### src/rtl/sys_id_pkg.sv
`default_nettype none
// ============================================================================
// Module      : sys_id_pkg
// Description : Shared constants for the system-ID ROM loader and the
//               system-ID register block.
//               - FSM state encoding of the loader.
//               - Additive checksum target.
//               - Magic and version words carried in the ID image.
// Revision    : 1.0 - initial release
// ============================================================================
package sys_id_pkg;

  // Loader FSM state encoding
  localparam int          STATE_W  = 3;
  localparam logic [2:0]  ST_IDLE  = 3'd0;
  localparam logic [2:0]  ST_LOAD  = 3'd1;
  localparam logic [2:0]  ST_DRAIN = 3'd2;
  localparam logic [2:0]  ST_DONE  = 3'd3;
  localparam logic [2:0]  ST_ERROR = 3'd4;

  // The sum of all image words plus the checksum word must wrap to this value
  localparam logic [31:0] CHECKSUM_OK = 32'h0000_0000;

  // Identification words expected at the head of the image ("SYID", v1.0)
  localparam logic [31:0] SYS_ID_MAGIC   = 32'h5359_4944;
  localparam logic [31:0] SYS_ID_VERSION = 32'h0001_0000;

endpackage
`default_nettype wire

### src/rtl/sys_id_rom_ram.sv
`default_nettype none
// ============================================================================
// Module      : sys_id_rom_ram
// Description : Simple dual-port RAM that holds the ID image.
//               - One synchronous write port.
//               - One registered read port with 1-cycle latency.
//               - No reset on the array or the read register, so that it
//                 maps onto block or distributed RAM.
// Ports       : clk            - clock
//               we/waddr/wdata - write port
//               raddr/rdata    - read port, rdata valid one cycle after raddr
// Revision    : 1.0 - initial release
// ============================================================================
module sys_id_rom_ram #(
  parameter int WIDTH     = 32,
  parameter int ADDR_BITS = 6
) (
  input  logic                 clk,
  input  logic                 we,
  input  logic [ADDR_BITS-1:0] waddr,
  input  logic [WIDTH-1:0]     wdata,
  input  logic [ADDR_BITS-1:0] raddr,
  output logic [WIDTH-1:0]     rdata
);

  logic [WIDTH-1:0] r_mem [2**ADDR_BITS];
  logic [WIDTH-1:0] r_rdata;

  always_ff @(posedge clk) begin
    if (we) begin
      r_mem[waddr] <= wdata;
    end
    r_rdata <= r_mem[raddr];
  end

  assign rdata = r_rdata;

endmodule
`default_nettype wire

### src/rtl/sys_id_rom_loader.sv
`default_nettype none
// ============================================================================
// Module      : sys_id_rom_loader
// Description : Boot-time loader for the system-ID ROM image.
//               - Accepts the image on a valid/ready word stream.
//               - The final word (s_last) is an additive checksum.
//               - Serves registered reads to the system-ID block once a
//                 load has completed with a good checksum; returns zero
//                 otherwise.
// Ports       : clk, rst          - clock, asynchronous active-high reset
//               load_start        - pulse that starts or restarts a load
//               s_valid/s_ready/s_data/s_last - image word stream
//               rom_addr/rom_data - read port, 1-cycle latency
//               load_busy/load_done/load_error - status
//               word_count        - image words stored by the last load
// Revision    : 1.0 - initial release
// ============================================================================
module sys_id_rom_loader
  import sys_id_pkg::*;
#(
  parameter int ROM_WIDTH     = 32,
  parameter int ROM_ADDR_BITS = 6
) (
  input  logic                     clk,
  input  logic                     rst,
  input  logic                     load_start,
  input  logic                     s_valid,
  output logic                     s_ready,
  input  logic [ROM_WIDTH-1:0]     s_data,
  input  logic                     s_last,
  input  logic [ROM_ADDR_BITS-1:0] rom_addr,
  output logic [ROM_WIDTH-1:0]     rom_data,
  output logic                     load_busy,
  output logic                     load_done,
  output logic                     load_error,
  output logic [ROM_ADDR_BITS:0]   word_count
);

  localparam logic [ROM_ADDR_BITS:0] c_depth = {1'b1, {ROM_ADDR_BITS{1'b0}}};

  logic [STATE_W-1:0]     r_state;
  logic [STATE_W-1:0]     w_state_nxt;
  logic [ROM_ADDR_BITS:0] r_cnt;
  logic [ROM_WIDTH-1:0]   r_acc;
  logic [ROM_ADDR_BITS:0] r_word_count;
  logic                   r_rd_en;
  logic [ROM_WIDTH-1:0]   w_ram_q;
  logic                   w_accept;
  logic                   w_full;
  logic                   w_sum_ok;
  logic [ROM_WIDTH-1:0]   w_sum;
  logic                   w_we;

  assign w_accept = s_valid && s_ready;
  assign w_sum    = r_acc + s_data;
  assign w_sum_ok = (w_sum == ROM_WIDTH'(CHECKSUM_OK));
  // Counter has one extra bit so that "memory full" is distinguishable
  assign w_full   = (r_cnt == c_depth);
  // A load_start in the same cycle abandons the load, so its accept is dropped
  assign w_we     = (r_state == ST_LOAD) && w_accept && !s_last && !w_full && !load_start;

  // ---------------------------------------------------------------- state reg
  always_ff @(posedge clk or posedge rst) begin
    if (rst) begin
      r_state <= ST_IDLE;
    end else begin
      r_state <= w_state_nxt;
    end
  end

  // --------------------------------------------------------------- next state
  always_comb begin
    w_state_nxt = r_state;
    unique case (r_state)
      ST_LOAD: begin
        if (load_start) begin
          w_state_nxt = ST_LOAD;
        end else if (w_accept) begin
          if (s_last) begin
            w_state_nxt = w_sum_ok ? ST_DONE : ST_ERROR;
          end else if (w_full) begin
            w_state_nxt = ST_DRAIN;
          end
        end
      end
      ST_DRAIN: begin
        if (load_start) begin
          w_state_nxt = ST_LOAD;
        end else if (w_accept && s_last) begin
          w_state_nxt = ST_ERROR;
        end
      end
      ST_IDLE, ST_DONE, ST_ERROR: begin
        if (load_start) begin
          w_state_nxt = ST_LOAD;
        end
      end
      default: begin
        w_state_nxt = ST_IDLE;
      end
    endcase
  end

  // ------------------------------------------------------------------ outputs
  always_comb begin
    s_ready    = 1'b0;
    load_busy  = 1'b0;
    load_done  = 1'b0;
    load_error = 1'b0;
    unique case (r_state)
      ST_LOAD, ST_DRAIN: begin
        s_ready   = 1'b1;
        load_busy = 1'b1;
      end
      ST_DONE:  load_done  = 1'b1;
      ST_ERROR: load_error = 1'b1;
      default: ;
    endcase
  end

  // --------------------------------------------- counter / checksum / count
  always_ff @(posedge clk or posedge rst) begin
    if (rst) begin
      r_cnt        <= '0;
      r_acc        <= '0;
      r_word_count <= '0;
    end else if (load_start) begin
      r_cnt        <= '0;
      r_acc        <= '0;
      r_word_count <= '0;
    end else if ((r_state == ST_LOAD) && w_accept) begin
      r_acc <= w_sum;
      if (s_last) begin
        r_word_count <= r_cnt;
      end else if (w_full) begin
        // Overflow: the word is discarded and the count pins at full depth
        r_word_count <= c_depth;
      end else begin
        r_cnt <= r_cnt + 1'b1;
      end
    end
  end

  // ---------------------------------------------------------------- read path
  // r_rd_en is captured on the same edge as the RAM read register, so the
  // gate and the data line up with one cycle of latency.
  always_ff @(posedge clk or posedge rst) begin
    if (rst) begin
      r_rd_en <= 1'b0;
    end else begin
      r_rd_en <= (r_state == ST_DONE);
    end
  end

  sys_id_rom_ram #(
    .WIDTH     (ROM_WIDTH),
    .ADDR_BITS (ROM_ADDR_BITS)
  ) u_ram (
    .clk   (clk),
    .we    (w_we),
    .waddr (r_cnt[ROM_ADDR_BITS-1:0]),
    .wdata (s_data),
    .raddr (rom_addr),
    .rdata (w_ram_q)
  );

  assign rom_data   = r_rd_en ? w_ram_q : '0;
  assign word_count = r_word_count;

endmodule
`default_nettype wire

### config.mk
export PLATFORM = sky130hd
export DESIGN_NAME = sys_id_rom_loader
export DESIGN_NICKNAME = d
export VERILOG_FILES = /design/src/rtl/sys_id_pkg.sv /design/src/rtl/sys_id_rom_ram.sv /design/src/rtl/sys_id_rom_loader.sv
export SDC_FILE = /design/constraint.sdc
export NUM_CORES = 2
export LEC_CHECK = 0
export ABC_AREA = 1
export CAP_MARGIN = 40
export CORE_MARGIN = 2
export CORE_UTILIZATION = 50
export CTS_CLUSTER_DIAMETER = 100
export CTS_CLUSTER_SIZE = 24
export DETAILED_ROUTE_END_ITERATION = 12
export PLACE_DENSITY = 0.7
export RECOVER_POWER = 25
export SYNTH_ARGS = -nofsm -noshare
export SYNTH_HDL_FRONTEND = slang
export SYNTH_SLANG_ARGS = --single-unit
### constraint.sdc
create_clock -name clk -period 5.7 [get_ports clk]
set_input_delay 1.425 -clock clk [delete_from_list [all_inputs] [get_ports clk]]
set_output_delay 1.425 -clock clk [all_outputs]
set_load 0.02 [all_outputs]
==> results by group <==
Synth
  • Synthesized flop and latch total: 2,130
  • Post-synthesis sequential area ratio: 74.20%
  • Mapped cell area: 85,430 sq um
  • Top-area cell type share of the netlist area: 71.99%
  • Synthesis Warnings: 0
  • Post-Synthesis Cells: 6,843
  • Largest cells by area after synthesis: edfxtp_1 (72%), o21ai_0 (7.3%), nor2_1 (6.7%), o22ai_1 (4.7%), nand2_1 (1.5%)
  • Synth async-reset ratio: 2.347%
  • Synth area leader: edfxtp_1
  • Ys flop type: edfxtp_1
  • Distinct cell type count after synthesis: 40
  • Avg Inst Size Synth: 12.48 sq um
  • Syn nets: 6,920
  • Post-synth EDFFs: 2,048

Clocking
  • CTS Hold Buffers Added: 0
  • CTS Sinks: 2,130
  • CTS tree: done
  • Root buffer cell: clkbuf_16
  • Clock buffer depth: 3
  • Setup repair bufs after CTS: 0
  • Post-cts sizing count: 0
  • Worst-skew pair later-pin latency: 0.78 ns
  • CTS HTree Levels: 3
  • Worst-path clk slew: 0.10 ns
  • CTS buffer count: 99

STA
  • Worst setup margin: 1.132 ns
  • Final hold vios: 0
  • Slew Limit Fails: 1,424
  • Fin crit share: 80.14%
  • F_max: 0.2189 GHz
  • Final Setup Violations: 0
  • Worst-Margin Slew: 3.980 ns
  • Final clock skew: 0.04591 ns
  • Headroom to the max-slew limit: -165.4%
  • Final min period: 4.568 ns
  • RSZ-0062 raised after global routing: no
  • Setup tns final: 0 ns

Global route
  • GR Overflow Total: 0
  • Total global routing track utilization: 28.97%
  • Initial antenna violation count: 13
  • First-pass GRT wire length: 369.2 mm
  • Vias in the first global route: 52,990
  • Largest net degree at the start of global routing: 160

Min path
  • Hold WC Path Type: reg2reg

Drt
  • DRT Wirelength: 257.3 mm
  • Via count: 57,670
  • Initial DRC count: 9,789
  • Post-detailed-route count of antenna-violating nets: 0
  • Vias per cell: 6.324
  • WL/cell: 28.21 um
  • Drt pass-1 iters: 6
  • DRC Markers: 0

Floorplan
  • Chip width: 417.3 um
  • Ports: 86
  • Total core area: 169,500 sq um
  • Rows: 151
  • Die Y: 417.3 um
  • Die Area: 174,200 sq um
  • Starting Density: 50.41%

Worst setup path
  • Biggest fanout along the worst timing path: 64
  • WP data required: 5.68 ns
  • Worst Path Arrival: 4.54 ns
  • CP Cell Sequence: clkbuf_1, clkbuf_1
  • CP delay by family, top: buffers and inverters
  • CP dominant cell by count: clkbuf_1
  • CP max-delay cell: clkbuf_1
  • CP Capture Type: flop
  • Startpoint Class: input port
  • Critical path type: in2reg
  • CP max stage delay: 2.78 ns
  • CP bufs+invs: 2

Cells and area
  • Cell Count, Final, Fillers Out: 9,120
  • Final #Nets: 6,894
  • Layout cell share with drive strength beyond 1: 6.074%
  • Layout area overhead: 8.832%

Placed design
  • GP Congestion: 0.9281
  • Port bufs: 85
  • Place WS: 0.9559 ns
  • Placed cell count: 8,933
  • DPL Wire Length: 155.2 mm

Power
  • Cell area power density: 308.4 nW/um^2
  • Max IR drop VDD: 0.2969 mV
  • Pleak: 0.02983 uW

Status
  • Failing checks: capacitance limit, slew limit
  • Status: complete, but fails checks

Run
  • Max-cap violations: 26
[metrics by stage]
step	utilization [%]	power [uW]	hold WS [ns]	cell area [sq um]
after global placement	53.14	20730	0.4723	90050
after floorplan	-	19340	0.4570	85430
after detailed placement	53.24	20780	0.4788	90230
after global routing	54.85	29450	0.5306	92960
final	54.86	28670	0.5007	92970
after CTS	54.95	28630	0.5023	93120
[metal layers]
layer / vias up / routed length [um] / global-route usage (%)
met4: 8 / 13340 / 12.73
met1: 28500 / 97200 / 40.82
met5: - / 53 / 0
met3: 467 / 30390 / 5.665
li1: 25000 / - / -
met2: 3698 / 116300 / 44.08
[Yosys cell counts, types with 3 or more instances]
| cell | n |
|---|---|
| o22ai_1 | 635 |
| a21oi_1 | 30 |
| o21ai_1 | 85 |
| nor2_2 | 4 |
| nand2_1 | 339 |
| a22o_1 | 18 |
| nand3_1 | 53 |
| clkbuf_1 | 312 |
| dfrtp_1 | 50 |
| nor3_1 | 20 |
| inv_1 | 188 |
| nand4_1 | 10 |
| o21ai_0 | 1248 |
| and2_1 | 3 |
| o211ai_1 | 3 |
| buf_4 | 15 |
| xnor2_1 | 3 |
| dfxtp_1 | 32 |
| o32ai_1 | 36 |
| nand3b_1 | 5 |
| edfxtp_1 | 2048 |
| buf_1 | 4 |
| buf_2 | 127 |
| nand2_2 | 4 |
| ha_1 | 33 |
| nor2_1 | 1519 |
[kinds of logic after synthesis]
kind of cell             count (synthesis)  synth area share, %
adder cells (fa/ha/maj)                 34               0.5068
flip-flops                            2130                74.20
AO/OA/AOI/OAI                         2059                13.26
XOR/XNOR                                 5              0.05127
AND/OR/NAND/NOR                       1962                8.838
buffers and inverters                  653                3.142
[registers in the layout (all words and copies together) (netlist names)]
| signal | cells |
|---|---|
| r_rd_en | 1 |
| word_count | 7 |
| r_cnt | 7 |
| r_state | 3 |
| u_ram.rdata | 32 |
| r_acc | 32 |
| u_ram.r_mem | 2048 |
[where the power goes]
group	switching, uW	internal, uW	total, uW
Clock	4750	3420	8170
Combinational	2270	839	3110
Sequential	116	17300	17400
Total	7130	21500	28700
[worst paths after layout]
| kind | startpoint | to | slack (ns) | cells past startpoint |
|---|---|---|---|---|
| setup reg to reg | r_cnt[3] | u_ram.r_mem[19][18] | 1.64 | 13 |
| hold reg to reg | r_acc[11] | r_acc[11] | 0.50 | 2 |
| max in group asynchronous | rst | r_acc[0] | 2.33 | 4 |
| setup / recovery | s_data[15] | u_ram.r_mem[0][15] | 1.13 | 2 |
| hold / removal | r_acc[11] | r_acc[11] | 0.50 | 2 |
| min in group asynchronous | rst | word_count[4] | 1.24 | 2 |
[final cells by class]
cell class                      instances  area [sq um]
Multi-Input combinational cell       4060         19840
Fill cell                           13650         76500
Tap cell                             2218          2775
Inverter                              193         758.2
Clock inverter                          5         47.55
Clock buffer                          177          2844
Antenna cell                            4         10.01
Timing Repair Buffer                  333          3308
Sequential cell                      2130         63390
[placed cells by master (no fill, tap or decap), types with 33 or more instances in the layout]
cell type	synthesis	final
edfxtp_1	2048	2048
nor2_1	1519	1456
o21ai_0	1248	1248
o22ai_1	635	635
nand2_1	339	339
inv_1	188	187
buf_4	15	141
clkbuf_1	312	133
clkbuf_16	0	102
o21ai_1	85	85
buf_12	0	69
nor2_4	0	62
nand3_1	53	53
dfrtp_1	50	50
clkdlybuf4s50_1	0	46
o32ai_1	36	35
ha_1	33	33
Note: power is estimated with default switching activity, not from simulation.
